**config.mk**
```make
export PLATFORM = sky130hd
export DESIGN_NAME = fifo_input_ctrl
export DESIGN_NICKNAME = d
export VERILOG_FILES = /design/src/rtl/fifo_ctrl_pkg.sv /design/src/rtl/debounce.sv /design/src/rtl/fifo_input_ctrl.sv
export SDC_FILE = /design/constraint.sdc
export NUM_CORES = 1
export LEC_CHECK = 0
export BUFFER_PORTS_ARGS = -buffer_cell sky130_fd_sc_hd__buf_2
export CAP_MARGIN = 30
export CORE_MARGIN = 8
export CORE_UTILIZATION = 33
export CTS_BUF_LIST = sky130_fd_sc_hd__clkbuf_8
export DETAILED_ROUTE_END_ITERATION = 10
export SLEW_MARGIN = 20
export SYNTH_ARGS = -nofsm -noshare
export SYNTH_HDL_FRONTEND = slang
export SYNTH_SLANG_ARGS = --single-unit
```
**constraint.sdc**
```tcl
create_clock -name clk -period 2.1 [get_ports clk]
set_input_delay 0.21 -clock clk [delete_from_list [all_inputs] [get_ports clk]]
set_output_delay 0.21 -clock clk [all_outputs]
set_load 0.05 [all_outputs]
```
**src/rtl/fifo_ctrl_pkg.sv**
```systemverilog
// Shared definitions for the FIFO input-conditioning stage.
//   state_t          : command FSM states
//   DEF_DB_CYCLES    : default debounce length (10 ms at 100 MHz)
//   DEF_GAP_CYCLES   : default idle cycles between commands
//   STROBE_CYCLES    : width of an enqueue/dequeue strobe
package fifo_ctrl_pkg;

  typedef enum logic [2:0] {
    IDLE,
    PUSH1,
    PUSH2,
    POP1,
    POP2,
    GAP
  } state_t;

  localparam int unsigned DEF_DB_CYCLES  = 1_000_000;
  localparam int unsigned DEF_GAP_CYCLES = 2;
  localparam int unsigned STROBE_CYCLES  = 2;

endpackage

```
**src/rtl/debounce.sv**
```systemverilog
// Button conditioner: 2-flop synchronizer, stability counter, debounced
// level and a one-cycle pulse on each debounced 0->1 transition.
//   clk, rst : clock, asynchronous active-high reset
//   btn      : raw asynchronous button input
//   level    : debounced button level
//   rise     : high for one cycle after level goes 0->1
module debounce
  import fifo_ctrl_pkg::*;
#(
  parameter int unsigned DB_CYCLES = DEF_DB_CYCLES
) (
  input  logic clk,
  input  logic rst,
  input  logic btn,
  output logic level,
  output logic rise
);

  localparam int unsigned CW = $clog2(DB_CYCLES + 1);

  logic          sync1;
  logic          sync2;
  logic          level_q;
  logic [CW-1:0] cnt;

  always_ff @(posedge clk or posedge rst) begin
    if (rst) begin
      sync1   <= 1'b0;
      sync2   <= 1'b0;
      level   <= 1'b0;
      level_q <= 1'b0;
      cnt     <= '0;
    end else begin
      sync1   <= btn;
      sync2   <= sync1;
      level_q <= level;
      if (sync2 == level) begin
        cnt <= '0;
      end else if (cnt == CW'(DB_CYCLES)) begin
        // Counter sits at DB_CYCLES for one edge before the toggle, so a
        // change must be seen on DB_CYCLES+1 consecutive samples.
        level <= ~level;
        cnt   <= '0;
      end else begin
        cnt <= cnt + CW'(1);
      end
    end
  end

  assign rise = level & ~level_q;

endmodule

```
**src/rtl/fifo_input_ctrl.sv**
```systemverilog
// Input-conditioning stage in front of the 8-entry byte FIFO. Debounces
// the push/pop buttons, turns each clean press into one two-cycle
// enqueue/dequeue strobe, latches the switch byte as write data and
// enforces an idle gap between commands.
//   clk, rst  : clock, asynchronous active-high reset
//   btn_push  : raw enqueue button
//   btn_pop   : raw dequeue button
//   sw        : raw data switches
//   eni       : enqueue strobe (2 cycles)
//   eno       : dequeue strobe (2 cycles)
//   din       : write data, captured on entry to PUSH1
//   busy      : high while a command or gap is in progress
module fifo_input_ctrl
  import fifo_ctrl_pkg::*;
#(
  parameter int unsigned DB_CYCLES  = DEF_DB_CYCLES,
  parameter int unsigned GAP_CYCLES = DEF_GAP_CYCLES
) (
  input  logic       clk,
  input  logic       rst,
  input  logic       btn_push,
  input  logic       btn_pop,
  input  logic [7:0] sw,
  output logic       eni,
  output logic       eno,
  output logic [7:0] din,
  output logic       busy
);

  localparam int unsigned GW = $clog2(GAP_CYCLES + 1);

  logic          push_level;
  logic          push_rise;
  logic          pop_level;
  logic          pop_rise;
  logic          pend_push;
  logic          pend_pop;
  logic          push_req;
  logic          pop_req;
  logic [GW-1:0] gap_cnt;
  state_t        state;

  debounce #(.DB_CYCLES(DB_CYCLES)) u_db_push (
    .clk   (clk),
    .rst   (rst),
    .btn   (btn_push),
    .level (push_level),
    .rise  (push_rise)
  );

  debounce #(.DB_CYCLES(DB_CYCLES)) u_db_pop (
    .clk   (clk),
    .rst   (rst),
    .btn   (btn_pop),
    .level (pop_level),
    .rise  (pop_rise)
  );

  // A rise arriving this cycle is served as if already pending, so an idle
  // controller starts the command on the edge after the debounced toggle.
  assign push_req = pend_push | push_rise;
  assign pop_req  = pend_pop  | pop_rise;

  always_ff @(posedge clk or posedge rst) begin
    if (rst) begin
      state     <= IDLE;
      pend_push <= 1'b0;
      pend_pop  <= 1'b0;
      gap_cnt   <= '0;
      din       <= '0;
      eni       <= 1'b0;
      eno       <= 1'b0;
      busy      <= 1'b0;
    end else begin
      pend_push <= push_req;
      pend_pop  <= pop_req;
      case (state)
        IDLE: begin
          if (push_req) begin
            state     <= PUSH1;
            pend_push <= 1'b0;
            din       <= sw;
            eni       <= 1'b1;
            busy      <= 1'b1;
          end else if (pop_req) begin
            state    <= POP1;
            pend_pop <= 1'b0;
            eno      <= 1'b1;
            busy     <= 1'b1;
          end
        end
        PUSH1: state <= PUSH2;
        PUSH2: begin
          state   <= GAP;
          eni     <= 1'b0;
          gap_cnt <= '0;
        end
        POP1: state <= POP2;
        POP2: begin
          state   <= GAP;
          eno     <= 1'b0;
          gap_cnt <= '0;
        end
        GAP: begin
          if (gap_cnt == GW'(GAP_CYCLES - 1)) begin
            state <= IDLE;
            busy  <= 1'b0;
          end else begin
            gap_cnt <= gap_cnt + GW'(1);
          end
        end
        default: begin
          state <= IDLE;
          eni   <= 1'b0;
          eno   <= 1'b0;
          busy  <= 1'b0;
        end
      endcase
    end
  end

endmodule

```
# Word-level counts from Yosys, hierarchy flattened
# Index checks and enable logic that the tools add are counted.
dict set report totals {
  register_bits 66
  in_bits 12
}
dict set report op_classes {
  mux 21
  bitwise_logic 13
  add_sub_neg 3
  n_eq_ne 16
  reduce_logical 14
}
# cell n
set ops {}
lappend ops {{$mux 20} 4}
lappend ops {{$add 20x1->20 const B} 2}
lappend ops {{$eq 20x20->1 const B} 2}
lappend ops {{$pmux 3 s5} 1}
lappend ops {{$reduce_and 2->1} 6}
lappend ops {{$reduce_or 4->1} 3}
lappend ops {{$ne 2x2->1 const B} 5}
lappend ops {{$mux 3} 3}
lappend ops {{$not 1->1} 9}
lappend ops {{$mux 1} 8}
lappend ops {{$eq 3x2->1 const B} 2}
lappend ops {{$eq 3x3->1 const B} 2}
lappend ops {{$reduce_and 3->1} 2}
lappend ops {{$pmux 1 s2} 2}
lappend ops {{$pmux 2 s2} 1}
lappend ops {{$eq 3x1->1 const B} 1}
lappend ops {{$logic_not 3->1} 1}
lappend ops {{$ne 3x3->1 const B} 1}
lappend ops {{$pmux 1 s3} 1}
lappend ops {{$add 2x1->2 const B} 1}
lappend ops {{$and 1x1->1} 2}
lappend ops {{$eq 1x1->1} 2}
lappend ops {{$eq 2x1->1 const B} 1}
lappend ops {{$mux 2} 1}
lappend ops {{other kinds (3)} 4}

# Depth between registers and ports, before layout
dict set report logic_depth {
  depth_word 6
  ltp_mapped 6
  mapped_depth_nobuf 6
}

# By module
# Synthesis repeated with hierarchy kept, for this count alone.
dict set report unflattened {
  cells_unflattened 295
  hier_area_um2 3216.8
}
# mod area_per_inst_um2 cells_per_inst instances
set by_module_without_submodules {}
lappend by_module_without_submodules {{debounce at u_db_pop} 1222.4 113 1}
lappend by_module_without_submodules {{debounce at u_db_push} 1164.9 116 1}
lappend by_module_without_submodules {fifo_input_ctrl 829.5 66 1}

# Worst setup path before layout
# OpenSTA, ideal clock, no wires.
dict set report synth_path {
  path_type {reg2reg}
  startpoint {register u_db_push.cnt[2]}
  endpoint {register u_db_push.cnt[15]}
  setup_ns 0.077
  path_stages_with_launch 6
  synth_period_minus_slack_ns 1.849
  arrival_ns 1.772
  setup_slack_ns 0.251
  path_cell_list {dfrtp_1 -> clkbuf_2 -> nand3_1 -> or4_4 -> or4_1 -> a21oi_1}
}
dict set report synth_via {
  elab_chain_len 3
}
# element line_no
set synth_rtl {}
lappend synth_rtl {{start: declaration} debounce.sv:24} ;# logic [CW-1:0] cnt;
lappend synth_rtl {{start signal: assignment} debounce.sv:45} ;# cnt <= cnt + CW'(1);
lappend synth_rtl {{$add 20x1->20 or $eq 20x20->1 (tied branches)} {debounce.sv:45, debounce.sv:39}}
lappend synth_rtl {{$mux 20 *} debounce.sv:39} ;# end else if (cnt == CW'(DB_CYCLES)) begin
lappend synth_rtl {{$mux 20 *} debounce.sv:37} ;# if (sync2 == level) begin
# Mark *: on every way between the ends. The rest lies on a longest branch, timed or not.
# A chain may end at the register's enable or synchronous reset.

# Final worst setup path
dict set report layout_path {
  startpoint {register u_db_push.cnt[5]}
  endpoint {register u_db_push.cnt[15]}
}
# Same word-level chain as after synthesis.

==> impl_metrics.tcl <==
set metrics [dict create \
    cts.sinks 66 \
    timing.critical_path.to "u_db_push.cnt[15]" \
    fp-row-count 35 \
    drt.antenna.violating_nets 0 \
    r2r_start "u_db_push.cnt[5]" \
    pin_count 23 \
    whs_ns 0.09988 \
    syn-mean-instance-area_um2 10.12 \
    startpoint "u_db_push.cnt[5]" \
    track_usage_pct 9.970 \
    hold_path_class "primary input to flip-flop" \
    syn_nets 327 \
    synth.top_cells.by_count "dfrtp_1, nor2_1, nand2_1, nand3_1, o21ai_0" \
    synth_ff_type "dfrtp_1" \
    layout-drive-gt1-share_pct 17.53 \
    cts_htree_levels 3 \
    grt_pass1_vias 2335 \
    die_w_um 113.5 \
    synth_warnings 0 \
    r2r_cells 4 \
    synthTopCellsByArea "dfrtp_1, nor2_1, xnor2_1, xor2_1, mux2_2" \
    drc 0 \
    wl_per_cell_um 12.42 \
    crit_path_end_kind "flip-flop" \
    grt_max_degree 67 \
    grt_pass1_wl_um 10630 \
    synth_top_family_by_area "simple AND/OR/NAND/NOR gates" \
    r2r_slack_ns 0.15 \
    status "finished clean" \
    crit_fanout 8 \
    dp_hpwl_um 4083 \
    cts_setup_buffers 0 \
    setup_tns_ns 0 \
    port_buffers 22 \
    fmax_mhz 513.1 \
    drv_cap 0 \
    finalWirelength_um 5925 \
    synth-adder-area-share_pct 1.994 \
    diodes 0 \
    gp_congestion 0.8271 \
    areaGrowthSynthToFinish_pct 17.58 \
    cts_tree "done" \
    antenna_found_initial 0 \
    grt_overflow 0 \
    dr.pass1.iters 5 \
    reg2reg_to "u_db_push.cnt[15]" \
    power.density_nw_per_um2 711.8 \
    clkTransAtPathRegs_ns 0.07 \
    yosysTopAreaCell "dfrtp_1" \
    maxSlewHeadroom_pct 52.19 \
    synth-xor-area-share_pct 7.257 \
    ys_seq_area_share_pct 52.63 \
    start_util_pct 33.96 \
    ys_seq_elements 66 \
    fin_worst_skew_ns 0.008044 \
    syn_area_um2 3138 \
    fin_crit_ns 1.949 \
    drt_iter0_markers 87 \
    core_area_um2 9240 \
    synth_edf_count 0 \
    cp.arrival_ns 2.21 \
    synth.most_common_cell "dfrtp_1" \
    rsz0062_at_grt "false" \
    cts_root_buf "clkbuf_8" \
    hold_violations 0 \
    slew_viol_final 0 \
    synthSimpleGateAreaFrac_pct 23.64 \
    fin_nets 360 \
    insertion_delay_ns 0.34 \
    num_vias 2374 \
    die-area_um2 12890 \
    clk_path_buf_depth 2 \
    crit_type "flip-flop to flip-flop" \
    synthArstFlopShare_pct 100.0 \
    cp.required_ns 2.36 \
    layout_worst_path_cycle_share_pct 92.82 \
    tightest_slew_ns 0.7124 \
    critPathLaunchType "flip-flop" \
    die_h_um 113.5 \
    setup_viol 0 \
    synth_cells 310 \
    p_leak_uw 0.001565 \
    ir_drop_mv 0.4878 \
    synth_compound_area_share_pct 7.974 \
    synth_top_cell_area_share_pct 52.63 \
    p_total_uw 2627 \
    ys_types 40 \
    viasPerCell 4.977 \
    cts_made_buffers 9 \
    synthMuxAreaShare_pct 3.589 \
]
[flip-flops by register name, indices dropped and copies added (netlist names)]
register / cells
u_db_pop.cnt: 20
u_db_push.cnt: 20
din: 8
state: 3
gap_cnt: 2
busy: 1
eni: 1
eno: 1
pend_pop: 1
pend_push: 1
u_db_pop.level: 1
u_db_pop.level_q: 1
u_db_pop.sync1: 1
u_db_pop.sync2: 1
u_db_push.level: 1
u_db_push.level_q: 1
u_db_push.sync1: 1
u_db_push.sync2: 1
[power by group]
| part | internal, µW | switching (µW) |
|---|---|---|
| registers | 1290 | 16.0 |
| clock network | 702 | 485 |
| logic | 43.5 | 88.6 |
[how the worst min path moves through the flow]
stage	slack [ns]	cells after the start	endpoint	from
final	0.1	2	din[4]	sw[4]
after global routing	0.07	2	din[0]	sw[0]
after CTS	0.08	2	din[6]	sw[6]
after detailed placement	0.32	3	din[4]	rst
after global placement	0.31	3	din[1]	rst
after floorplan	0.24	0	u_db_pop.sync1	btn_pop
[logic make-up (layout without fill, tap and decap cells)]
| kind of cell | Yosys count | count (layout) |
|---|---|---|
| simple gates | 136 | 136 |
| xor+xnor | 26 | 26 |
| flops | 66 | 66 |
| compound gates | 44 | 44 |
| buf+inv | 23 | 61 |
| mux | 10 | 10 |
| fa+ha+maj | 5 | 5 |
[what timing repair did]
item,4_1_cts,5_1_grt
hold buffers,3,0
gates resized for setup,0,0
endpoints found under the hold margin,68,0
[placed cells by master, fill, tap and decap left out, drive strengths merged, types with 6 or more instances in the layout]
| master | instances |
|---|---|
| o21ai | 18 |
| nand4 | 12 |
| dfrtp | 66 |
| nand3 | 17 |
| clkbuf | 10 |
| buf | 29 |
| nor2 | 38 |
| xnor2 | 13 |
| inv | 13 |
| nor3 | 8 |
| nand2 | 20 |
| mux2 | 10 |
| xor2 | 13 |
| or4 | 6 |
| a21oi | 16 |
[area by class of cell]
class | instances | area (µm²)
inverters | 13 | 48.80
flip-flops and latches | 66 | 1652
repair buffers | 32 | 205.2
fillers | 893 | 5550
well taps | 129 | 161.4
clock inverters | 6 | 90.09
multi-input cells | 221 | 1395
clock buffers | 10 | 137.6
[worst max-delay path, stage by stage (launching register included)]
cell	delay (ns)
dfrtp_1	0.48
nand4_4	0.18
or4_4	0.58
or4_1	0.48
a21oi_1	0.15
[per-layer routing]
metal,GRT usage (%),part of all wire (%),vias up
met5,0,0,-
met4,3.286,1.4,0
met3,3.856,4.6,8
met2,16.29,49,49
met1,11.73,45,1148
li1,-,-,1169
[stage by stage]
step | area (µm²) | cells | util [%] | setup slack (ns)
floorplan | 3138 | 310 | - | 0.2352
global placement | 3432 | 458 | 37.14 | 0.2078
detailed placement | 3432 | 458 | 37.14 | 0.1795
CTS | 3690 | 477 | 39.93 | 0.1330
global route | 3690 | 477 | 39.93 | 0.03752
finish | 3690 | 477 | 39.93 | 0.1509
No activity file was read; power rests on OpenSTA's default activity.
